--- config.mk ---
export PLATFORM = sky130hd
export DESIGN_NAME = matrix_rx_parser_flat
export DESIGN_NICKNAME = d
export VERILOG_FILES = /design/src/rtl/matrix_rx_parser_if.sv /design/src/rtl/matrix_rx_parser.sv /design/src/flat_wrapper.sv
export SDC_FILE = /design/constraint.sdc
export NUM_CORES = 1
export LEC_CHECK = 0
export CAP_MARGIN = 20
export CORE_ASPECT_RATIO = 1.2
export CORE_UTILIZATION = 28
export DETAILED_ROUTE_END_ITERATION = 8
export DONT_BUFFER_PORTS = 1
export MAX_ROUTING_LAYER = met4
export PLACE_DENSITY = 0.52
export SLEW_MARGIN = 0
export SYNTH_ARGS = -nofsm -noshare
export SYNTH_HDL_FRONTEND = slang
export SYNTH_SLANG_ARGS = --single-unit
--- constraint.sdc ---
create_clock -name clk -period 3.36 [get_ports clk]
set_input_delay 0.672 -clock clk [delete_from_list [all_inputs] [get_ports clk]]
set_output_delay 0.672 -clock clk [all_outputs]
set_load 0.02 [all_outputs]
--- src/rtl/matrix_rx_parser_if.sv ---
`default_nettype none
// ============================================================================
// matrix_rx_parser_if : byte-stream request side and parsed-matrix result side
// Rev 1.0
// ============================================================================
interface matrix_rx_parser_if #(
  parameter int ELEM_WIDTH = 8,
  parameter int MAX_DIM    = 5
);
  localparam int MAT_W = MAX_DIM * MAX_DIM * ELEM_WIDTH;

  logic             start;
  logic             rx_valid;
  logic [7:0]       rx_data;
  logic [3:0]       m_out;
  logic [3:0]       n_out;
  logic [MAT_W-1:0] mat_out;
  logic             busy;
  logic             done;
  logic             error;

  modport master (
    output start, rx_valid, rx_data,
    input  m_out, n_out, mat_out, busy, done, error
  );

  modport slave (
    input  start, rx_valid, rx_data,
    output m_out, n_out, mat_out, busy, done, error
  );
endinterface
`default_nettype wire

--- src/rtl/matrix_rx_parser.sv ---
`default_nettype none
// ============================================================================
// matrix_rx_parser : parses ASCII "m n e0 e1 ..." into a packed row-major matrix
// Rev 1.0
// ============================================================================
module matrix_rx_parser #(
  parameter int ELEM_WIDTH = 8,
  parameter int MAX_DIM    = 5
) (
  input  logic              clk,
  input  logic              rst_n,
  matrix_rx_parser_if.slave bus
);
  localparam int NELEM    = MAX_DIM * MAX_DIM;
  localparam int MAT_W    = NELEM * ELEM_WIDTH;
  localparam int IDX_W    = 5;
  localparam int ELEM_MAX = (1 << ELEM_WIDTH) - 1;

  localparam logic [2:0] S_IDLE  = 3'd0;
  localparam logic [2:0] S_DIM_M = 3'd1;
  localparam logic [2:0] S_DIM_N = 3'd2;
  localparam logic [2:0] S_ELEM  = 3'd3;
  localparam logic [2:0] S_ERR   = 3'd4;

  logic [2:0]       state_q, state_d;
  logic [9:0]       acc_q, acc_d;
  logic [1:0]       dcnt_q, dcnt_d;
  logic             have_q, have_d;
  logic [IDX_W-1:0] idx_q, idx_d;
  logic [3:0]       m_q, m_d, n_q, n_d;
  logic [MAT_W-1:0] mat_q, mat_d;
  logic             busy_q, busy_d, done_q, done_d, err_q, err_d;

  logic             w_is_digit, w_is_sep, w_wr, w_fail;
  logic [9:0]       w_digit, w_acc_next;
  logic [IDX_W-1:0] w_mn;

  assign w_is_digit = (bus.rx_data >= 8'h30) && (bus.rx_data <= 8'h39);
  assign w_is_sep   = (bus.rx_data == 8'h20) || (bus.rx_data == 8'h0D) ||
                      (bus.rx_data == 8'h0A) || (bus.rx_data == 8'h09);
  assign w_digit    = {2'b00, bus.rx_data - 8'h30};
  // At most three digits reach here, so acc never exceeds 999 and 10 bits suffice.
  assign w_acc_next = acc_q * 10'd10 + w_digit;
  assign w_mn       = {1'b0, m_q} * {1'b0, n_q};

  always_comb begin
    state_d = state_q;
    acc_d   = acc_q;
    dcnt_d  = dcnt_q;
    have_d  = have_q;
    idx_d   = idx_q;
    m_d     = m_q;
    n_d     = n_q;
    mat_d   = mat_q;
    busy_d  = busy_q;
    done_d  = 1'b0;
    err_d   = 1'b0;
    w_wr    = 1'b0;
    w_fail  = 1'b0;

    if (state_q == S_IDLE) begin
      if (bus.start) begin
        mat_d   = '0;
        m_d     = 4'd0;
        n_d     = 4'd0;
        acc_d   = 10'd0;
        dcnt_d  = 2'd0;
        have_d  = 1'b0;
        idx_d   = '0;
        busy_d  = 1'b1;
        state_d = S_DIM_M;
      end
    end else if (state_q >= S_ERR) begin
      busy_d  = 1'b0;
      state_d = S_IDLE;
    end else if (bus.rx_valid) begin
      if (w_is_digit) begin
        if (dcnt_q == 2'd3) begin
          w_fail = 1'b1;
        end else begin
          acc_d  = w_acc_next;
          dcnt_d = dcnt_q + 2'd1;
          have_d = 1'b1;
        end
      end else if (w_is_sep) begin
        if (have_q) begin
          acc_d  = 10'd0;
          dcnt_d = 2'd0;
          have_d = 1'b0;
          if (state_q == S_DIM_M || state_q == S_DIM_N) begin
            if (acc_q == 10'd0 || 32'(acc_q) > MAX_DIM) begin
              w_fail = 1'b1;
            end else if (state_q == S_DIM_M) begin
              m_d     = acc_q[3:0];
              state_d = S_DIM_N;
            end else begin
              n_d     = acc_q[3:0];
              idx_d   = '0;
              state_d = S_ELEM;
            end
          end else if (32'(acc_q) > ELEM_MAX) begin
            w_fail = 1'b1;
          end else begin
            w_wr = 1'b1;
            if (idx_q == w_mn - 5'd1) begin
              busy_d  = 1'b0;
              done_d  = 1'b1;
              state_d = S_IDLE;
            end else begin
              idx_d = idx_q + 5'd1;
            end
          end
        end
      end else begin
        w_fail = 1'b1;
      end
    end

    for (int k = 0; k < NELEM; k++) begin
      if (w_wr && idx_q == IDX_W'(k)) begin
        mat_d[k*ELEM_WIDTH +: ELEM_WIDTH] = acc_q[ELEM_WIDTH-1:0];
      end
    end

    // Abort keeps m/n/matrix contents; only the token state is dropped.
    if (w_fail) begin
      acc_d   = 10'd0;
      dcnt_d  = 2'd0;
      have_d  = 1'b0;
      busy_d  = 1'b0;
      err_d   = 1'b1;
      state_d = S_ERR;
    end
  end

  always_ff @(posedge clk or negedge rst_n) begin
    if (!rst_n) begin
      state_q <= S_IDLE;
      acc_q   <= 10'd0;
      dcnt_q  <= 2'd0;
      have_q  <= 1'b0;
      idx_q   <= '0;
      m_q     <= 4'd0;
      n_q     <= 4'd0;
      mat_q   <= '0;
      busy_q  <= 1'b0;
      done_q  <= 1'b0;
      err_q   <= 1'b0;
    end else begin
      state_q <= state_d;
      acc_q   <= acc_d;
      dcnt_q  <= dcnt_d;
      have_q  <= have_d;
      idx_q   <= idx_d;
      m_q     <= m_d;
      n_q     <= n_d;
      mat_q   <= mat_d;
      busy_q  <= busy_d;
      done_q  <= done_d;
      err_q   <= err_d;
    end
  end

  assign bus.m_out   = m_q;
  assign bus.n_out   = n_q;
  assign bus.mat_out = mat_q;
  assign bus.busy    = busy_q;
  assign bus.done    = done_q;
  assign bus.error   = err_q;
endmodule
`default_nettype wire

--- src/flat_wrapper.sv ---
// flat-port wrapper written by rule: the top's interface ports become plain ports
module matrix_rx_parser_flat 
#(
  parameter int ELEM_WIDTH = 8,
  parameter int MAX_DIM    = 5
)
  (clk, rst_n, bus_start, bus_rx_valid, bus_rx_data, bus_m_out, bus_n_out, bus_mat_out, bus_busy, bus_done, bus_error);
  matrix_rx_parser_if #(.ELEM_WIDTH(ELEM_WIDTH), .MAX_DIM(MAX_DIM)) bus_i ();
  input  logic clk;
  input  logic rst_n;
  input wire logic [$bits(bus_i.start)-1:0] bus_start;
  input wire logic [$bits(bus_i.rx_valid)-1:0] bus_rx_valid;
  input wire logic [$bits(bus_i.rx_data)-1:0] bus_rx_data;
  output wire logic [$bits(bus_i.m_out)-1:0] bus_m_out;
  output wire logic [$bits(bus_i.n_out)-1:0] bus_n_out;
  output wire logic [$bits(bus_i.mat_out)-1:0] bus_mat_out;
  output wire logic [$bits(bus_i.busy)-1:0] bus_busy;
  output wire logic [$bits(bus_i.done)-1:0] bus_done;
  output wire logic [$bits(bus_i.error)-1:0] bus_error;
  assign bus_i.start = bus_start;
  assign bus_i.rx_valid = bus_rx_valid;
  assign bus_i.rx_data = bus_rx_data;
  assign bus_m_out = bus_i.m_out;
  assign bus_n_out = bus_i.n_out;
  assign bus_mat_out = bus_i.mat_out;
  assign bus_busy = bus_i.busy;
  assign bus_done = bus_i.done;
  assign bus_error = bus_i.error;
  matrix_rx_parser #(.ELEM_WIDTH(ELEM_WIDTH), .MAX_DIM(MAX_DIM)) u_core (.clk(clk), .rst_n(rst_n), .bus(bus_i));
endmodule
==> flow_metrics.tcl, run 1 <==
set metrics [dict create \
    outcome "finished with violations" \
    violations "negative hold slack, negative setup slack" \
    arrival_ns 4.03 \
    start_kind "flop" \
    hold_class "in -> async" \
    p_total_uw 6470 \
    path_max_fanout 4 \
    routedWlPerCell_um 18.7 \
    track_usage_pct 16.8 \
    r2r-start "u_core.bus.m_out[0]" \
    grt_pass1_vias 7867 \
    cts_tree "yes" \
    area_growth_pct 15.8 \
    stdcell_area_um2 12300 \
    drt-initial-drc-count 474 \
    cts-root-buf "clkbuf_16" \
    yosys_register_bits 232 \
    firstDrtPassIters 4 \
    num_vias 8018 \
    grt_pass1_wl_um 49200 \
    portBuffers 0 \
    cts_max_level 1 \
    clock.fmax_mhz 276 \
    syn-instance-count 1192 \
    rr_worst_depth 12 \
    grt_overflow 0 \
    fin_crit_ns 3.62 \
    dieArea_um2 38900 \
    crit_type "reg -> reg" \
    num-fill-cells 3819 \
    syn-num-nets 1243 \
    fin_hold_ws_ns -0.168 \
    peakVddDrop_mv 0.356 \
    via_per_inst 4.75 \
    power_density_nw_per_um2 524 \
    synth_cell_types 56 \
    cp.required_ns 3.77 \
    yosysWarnings 0 \
    nets 1248 \
    layout_common_cells "425 x nand2_1, 226 x dfrtp_1, 198 x o21ai_0" \
    synth_area_um2 10700 \
    slew_headroom_pct 35.0 \
    yosysSeqAreaShare_pct 54.5 \
    antennaDiodeCount 0 \
    final_layout_size_suffix_gt1_share_pct 11.8 \
    drv_slew 0 \
    clock_sinks 232 \
    drc_errors 0 \
    core_um2 37200 \
    wl_um 31700 \
    dp_hpwl_um 21200 \
    ios 223 \
    endpoint_kind "flop" \
    maxCapViolCount 0 \
    synth_edf_count 0 \
    postRouteAntennaNets 0 \
    antenna_found_initial 0 \
    setup_violations 5 \
    std_cell_rows 77 \
    final_common_cell "nand2_1" \
    placed_cell_area_um2 11400 \
    place_ws_ns -0.285 \
    synth_area_leaders "dfrtp_1 54%, nand2_1 15%, o21ai_0 9.4%" \
    start_util_pct 28.7 \
    hold_viol_final 232 \
    postSynth.asyncResetShare_pct 100 \
    fin_ws_ns -0.262 \
    rrSetupSlack_ns -0.26 \
    yosysTopAreaCell "dfrtp_1" \
    yosysTopAreaCellShare_pct 54.5 \
    synth.avg_cell_area_um2 8.94 \
    rsz0062_at_grt "yes" \
    worst_pin_slew_ns 0.967 \
    r2r_end "u_core.bus.busy" \
    ys.flop_type "dfrtp_1" \
    fin_worst_skew_ns 0.0190 \
    clkLatencyLatePin_ns 0.55 \
    clock_path_buffers 3 \
    die_y_um 216 \
    grt_start_max_net_pins 233 \
    cts_buffers 25 \
    power.leakage_uw 0.00553 \
    globalplace.congestion 0.818 \
    setup_tns_ns -0.800 \
    post-route-period-util_pct 108 \
    clk_pin_slew_ns 0.06 \
    die_w_um 180 \
]
[area by class of cell]
class | instances | area [um^2] | area share, %
flip-flops and latches | 232 | 5810 | 47.1
multi-input cells | 855 | 4540 | 36.8
clock buffers | 38 | 744 | 6.03
well taps | 474 | 593 | 4.81
repair buffers | 61 | 470 | 3.81
clock inverters | 7 | 91.3 | 0.740
inverters | 22 | 82.6 | 0.669
[stage by stage]
step,cells,utilization [%]
6_report,1689,33.2
5_1_grt,1689,33.2
4_1_cts,1687,33.0
3_5_place_dp,1641,30.6
3_3_place_gp,1641,30.6
2_1_floorplan,1192,-
[synthesized netlist by cell type, types with 3 or more instances]
cell and instances:
or3_1 5, a21oi_1 9, xor2_1 6, nor3_1 7, nand2b_1 3, nor2_1 29
nor2_2 6, inv_1 22, nand2_1 428, a21o_1 8, and2_1 11, o31ai_1 4
buf_1 3, nor2b_1 3, a22o_1 7, nand3_1 20, and3_1 5, dfrtp_1 232
clkbuf_1 59, fa_1 6, ha_1 33, o21ai_0 201, xnor2_1 16, mux2_2 7
buf_2 21
[critical path, stage by stage (launching register included)]
cell      delay, ns
dfrtp_2        0.39
nand2_2        0.07
ha_4           0.26
inv_2          0.03
fa_1           0.49
fa_2           0.56
ha_4           0.20
a21oi_2        0.15
xnor3_1        0.26
or4_4          0.50
or3_4          0.36
o21ai_2        0.13
a211oi_2       0.08
[power breakdown]
group / internal (uW) / switching (uW)
registers: 2830 / 81.3
logic: 189 / 544
clock network: 1680 / 1150
[state kept, by name, indices dropped and copies added, names as in the netlist]
register            cells
u_core.bus.done         1
u_core.bus.n_out        4
u_core.bus.error        1
u_core.acc_q           10
u_core.have_q           1
u_core.dcnt_q           2
u_core.idx_q            5
u_core.bus.mat_out    200
u_core.bus.busy         1
u_core.state_q          3
u_core.bus.m_out        4
[cells by family (layout without fill, tap and decap cells)]
family,Yosys count,count (layout),synth area share [%]
xor gates and xnor gates,24,24,2.23
buffers and inverters,105,128,3.94
adders and majority gates,39,39,5.00
AOI/OAI and AO/OA,251,251,13.0
DFF,232,232,54.5
and+or+nand+nor,532,532,20.4
muxes,9,9,0.927
[repair_timing]
action                                 CTS  global route
setup endpoints to repair                8             8
buffers inserted                         2             2
pin swaps                                4             7
endpoints found under the hold margin  232           232
gates resized for setup                 10             8
[worst max path at each step]
stage                        start              end  slack, ns  cells past startpoint
6_report       u_core.bus.m_out[0]  u_core.bus.busy      -0.26                     12
5_1_grt        u_core.bus.m_out[0]  u_core.bus.busy      -0.37                     12
4_1_cts        u_core.bus.m_out[0]  u_core.bus.busy      -0.27                     12
3_5_place_dp   u_core.bus.m_out[0]  u_core.bus.busy      -0.28                     12
3_3_place_gp   u_core.bus.m_out[1]  u_core.bus.busy      -0.22                     13
2_1_floorplan  u_core.bus.m_out[0]  u_core.bus.busy      -0.17                     12
[routing by layer]
metal  vias up  track usage [%]  wire, um
met4         0             5.36       820
met3        44             4.12      1980
met1      3849             20.0     13300
met5         -                -         0
li1       3929                -         -
met2       196             28.1     15500
No activity file was read; power rests on OpenSTA's default activity.
==> inputs of run 2 (changes only) <==
Settings changed: CTS_BUF_LIST set to sky130_fd_sc_hd__clkbuf_4 sky130_fd_sc_hd__clkbuf_8, SETUP_SLACK_MARGIN set to 0.2.
==> run 2 against run 1 <==
  * The flow still finishes with violations (negative hold slack, negative setup slack)
  * Die area is the same
  * Clock skew shrank 0.0011 ns
  * Hold slack lost 0.012 ns
  * Routed wire length grew 0.16%
  * Register-to-register slack gained 0.03 ns
  * Fmax grew 0.91%
  * Sequential share of layout area shrank 0.43 points
==> flow_metrics.tcl, run 2 (same netlist as run 1, synthesis figures left out) <==
set metrics [dict create \
    outcome "finished with violations" \
    violations "negative hold slack, negative setup slack" \
    cts-root-buf "clkbuf_8" \
    crit_chain "nand2_1, ha_1, inv_2, fa_1, fa_2, ha_4, a21oi_2, xnor3_1, or4_4, or3_4, o21ai_2, a211oi_2" \
    die_w_um 180 \
    rsz0062_at_grt "yes" \
    grt_overflow 0 \
    rr_worst_depth 12 \
    finalNonFillerCells 1719 \
    grt_pass1_vias 8046 \
    die_y_um 216 \
    largest_register_ff_count 200 \
    via_per_inst 4.61 \
    clock.fmax_mhz 279 \
    drv_slew 0 \
    wl_um 31700 \
    fin_crit_ns 3.59 \
    regArea_um2 5820 \
    core_um2 37200 \
    antenna_found_initial 0 \
    r2r_end "u_core.bus.busy" \
    cts_buffers 42 \
    max_stage_delay_ns 0.56 \
    path_max_fanout 3 \
    postRouteAntennaNets 0 \
    slowest_stage "fa_2" \
    track_usage_pct 16.9 \
    drt-initial-drc-count 507 \
    setup_violations 6 \
    r2r-start "u_core.bus.m_out[1]" \
    clock_path_buffers 3 \
    clk_pin_slew_ns 0.07 \
    std_cell_rows 77 \
    dp_hpwl_um 20700 \
    crit_type "reg -> reg" \
    power_density_nw_per_um2 538 \
    cp.required_ns 3.79 \
    worst_pin_slew_ns 1.01 \
    start_kind "flop" \
    grt_pass1_wl_um 49300 \
    final_layout_size_suffix_gt1_share_pct 14.8 \
    layout_common_cells "425 x nand2_1, 221 x dfrtp_1, 199 x o21ai_0" \
    utilization_pct 33.5 \
    place_ws_ns -0.259 \
    hold_viol_final 232 \
    clkLatencyLatePin_ns 0.56 \
    num_vias 7927 \
    multi_input_comb_area_um2 4520 \
    peakVddDrop_mv 0.222 \
    routedWlPerCell_um 18.4 \
    numPlacedInstances 1642 \
    drc_errors 0 \
    area_growth_pct 16.9 \
    hold_class "in -> async" \
    nets 1266 \
    fin_hold_ws_ns -0.180 \
    post-route-period-util_pct 107 \
    arrival_ns 4.02 \
    clock_sinks 232 \
    slew_headroom_pct 32.6 \
    firstDrtPassIters 4 \
    globalplace.congestion 0.788 \
    fin_ws_ns -0.230 \
    antennaDiodeCount 0 \
    portBuffers 0 \
    dieArea_um2 38900 \
    grt_start_max_net_pins 233 \
    endpoint_kind "flop" \
    cts_max_level 2 \
    power.leakage_uw 0.00560 \
    maxCapViolCount 0 \
    ios 223 \
    num-fill-cells 3820 \
    cts_tree "yes" \
    fin_worst_skew_ns 0.0179 \
    rrSetupSlack_ns -0.23 \
    start_util_pct 28.7 \
    final_common_cell "nand2_1" \
]
[run 2: cell count changes in the layout (fill, tap and decap cells not counted), sizes merged]
cell	before	now
clkbuf	38	65
bufinv	2	4
buf	61	62
clkinvlp	1	2
inv	23	22
[run 2: area by class of cell]
cell class / instances / share of cell area [%]
Clock inverter: 9 / 1.20
Timing Repair Buffer: 62 / 3.79
Sequential cell: 232 / 46.7
Clock buffer: 65 / 6.63
Tap cell: 474 / 4.76
Inverter: 22 / 0.663
Multi-Input combinational cell: 855 / 36.3
[run 2: report_power, final]
part,switching (uW),internal (uW)
clock network,1200,1870
registers,82.1,2830
logic,539,188
total,1820,4890
[run 2: per-layer routing]
| metal | up-vias | share of wire (%) | track usage (%) |
|---|---|---|---|
| met5 | - | 0 | - |
| met4 | 0 | 1.8 | 4.56 |
| met3 | 45 | 6.0 | 3.97 |
| met2 | 183 | 49 | 27.8 |
| met1 | 3750 | 43 | 20.9 |
| li1 | 3949 | - | - |
[run 2: worst max path at each step]
stage | depth (start not counted) | to | slack (ns) | start
2_1_floorplan | 12 | u_core.bus.busy | -0.17 | u_core.bus.m_out[0]
6_report | 12 | u_core.bus.busy | -0.23 | u_core.bus.m_out[1]
3_5_place_dp | 13 | u_core.bus.busy | -0.26 | u_core.bus.m_out[1]
3_3_place_gp | 13 | u_core.bus.busy | -0.23 | u_core.bus.m_out[1]
5_1_grt | 12 | u_core.bus.busy | -0.38 | u_core.bus.m_out[1]
4_1_cts | 12 | u_core.bus.busy | -0.21 | u_core.bus.m_out[1]
[run 2: worst max-delay path, delay by kind of cell (launching register included)]
kind / cells / cell delay, ns
buf+inv: 1 / 0.04
flops: 1 / 0.37
xor+xnor: 1 / 0.26
compound gates: 3 / 0.33
simple gates: 3 / 0.92
fa+ha+maj: 4 / 1.53
[run 2: repair_timing]
item	4_1_cts	5_1_grt
buffers inserted	1	2
setup endpoints to repair	9	13
pin swaps	1	7
gates resized for setup	4	15
endpoints found under the hold margin	232	232
[run 2: per-stage QoR]
stage / total power (uW) / instance area [um^2] / TNS, ns
global placement: 3670 / 11400 / -0.636
floorplan: 3440 / 10700 / -0.435
global route: 7010 / 12500 / -1.88
detailed placement: 3670 / 11400 / -0.817
CTS: 6810 / 12400 / -0.664
finish: 6710 / 12500 / -0.623
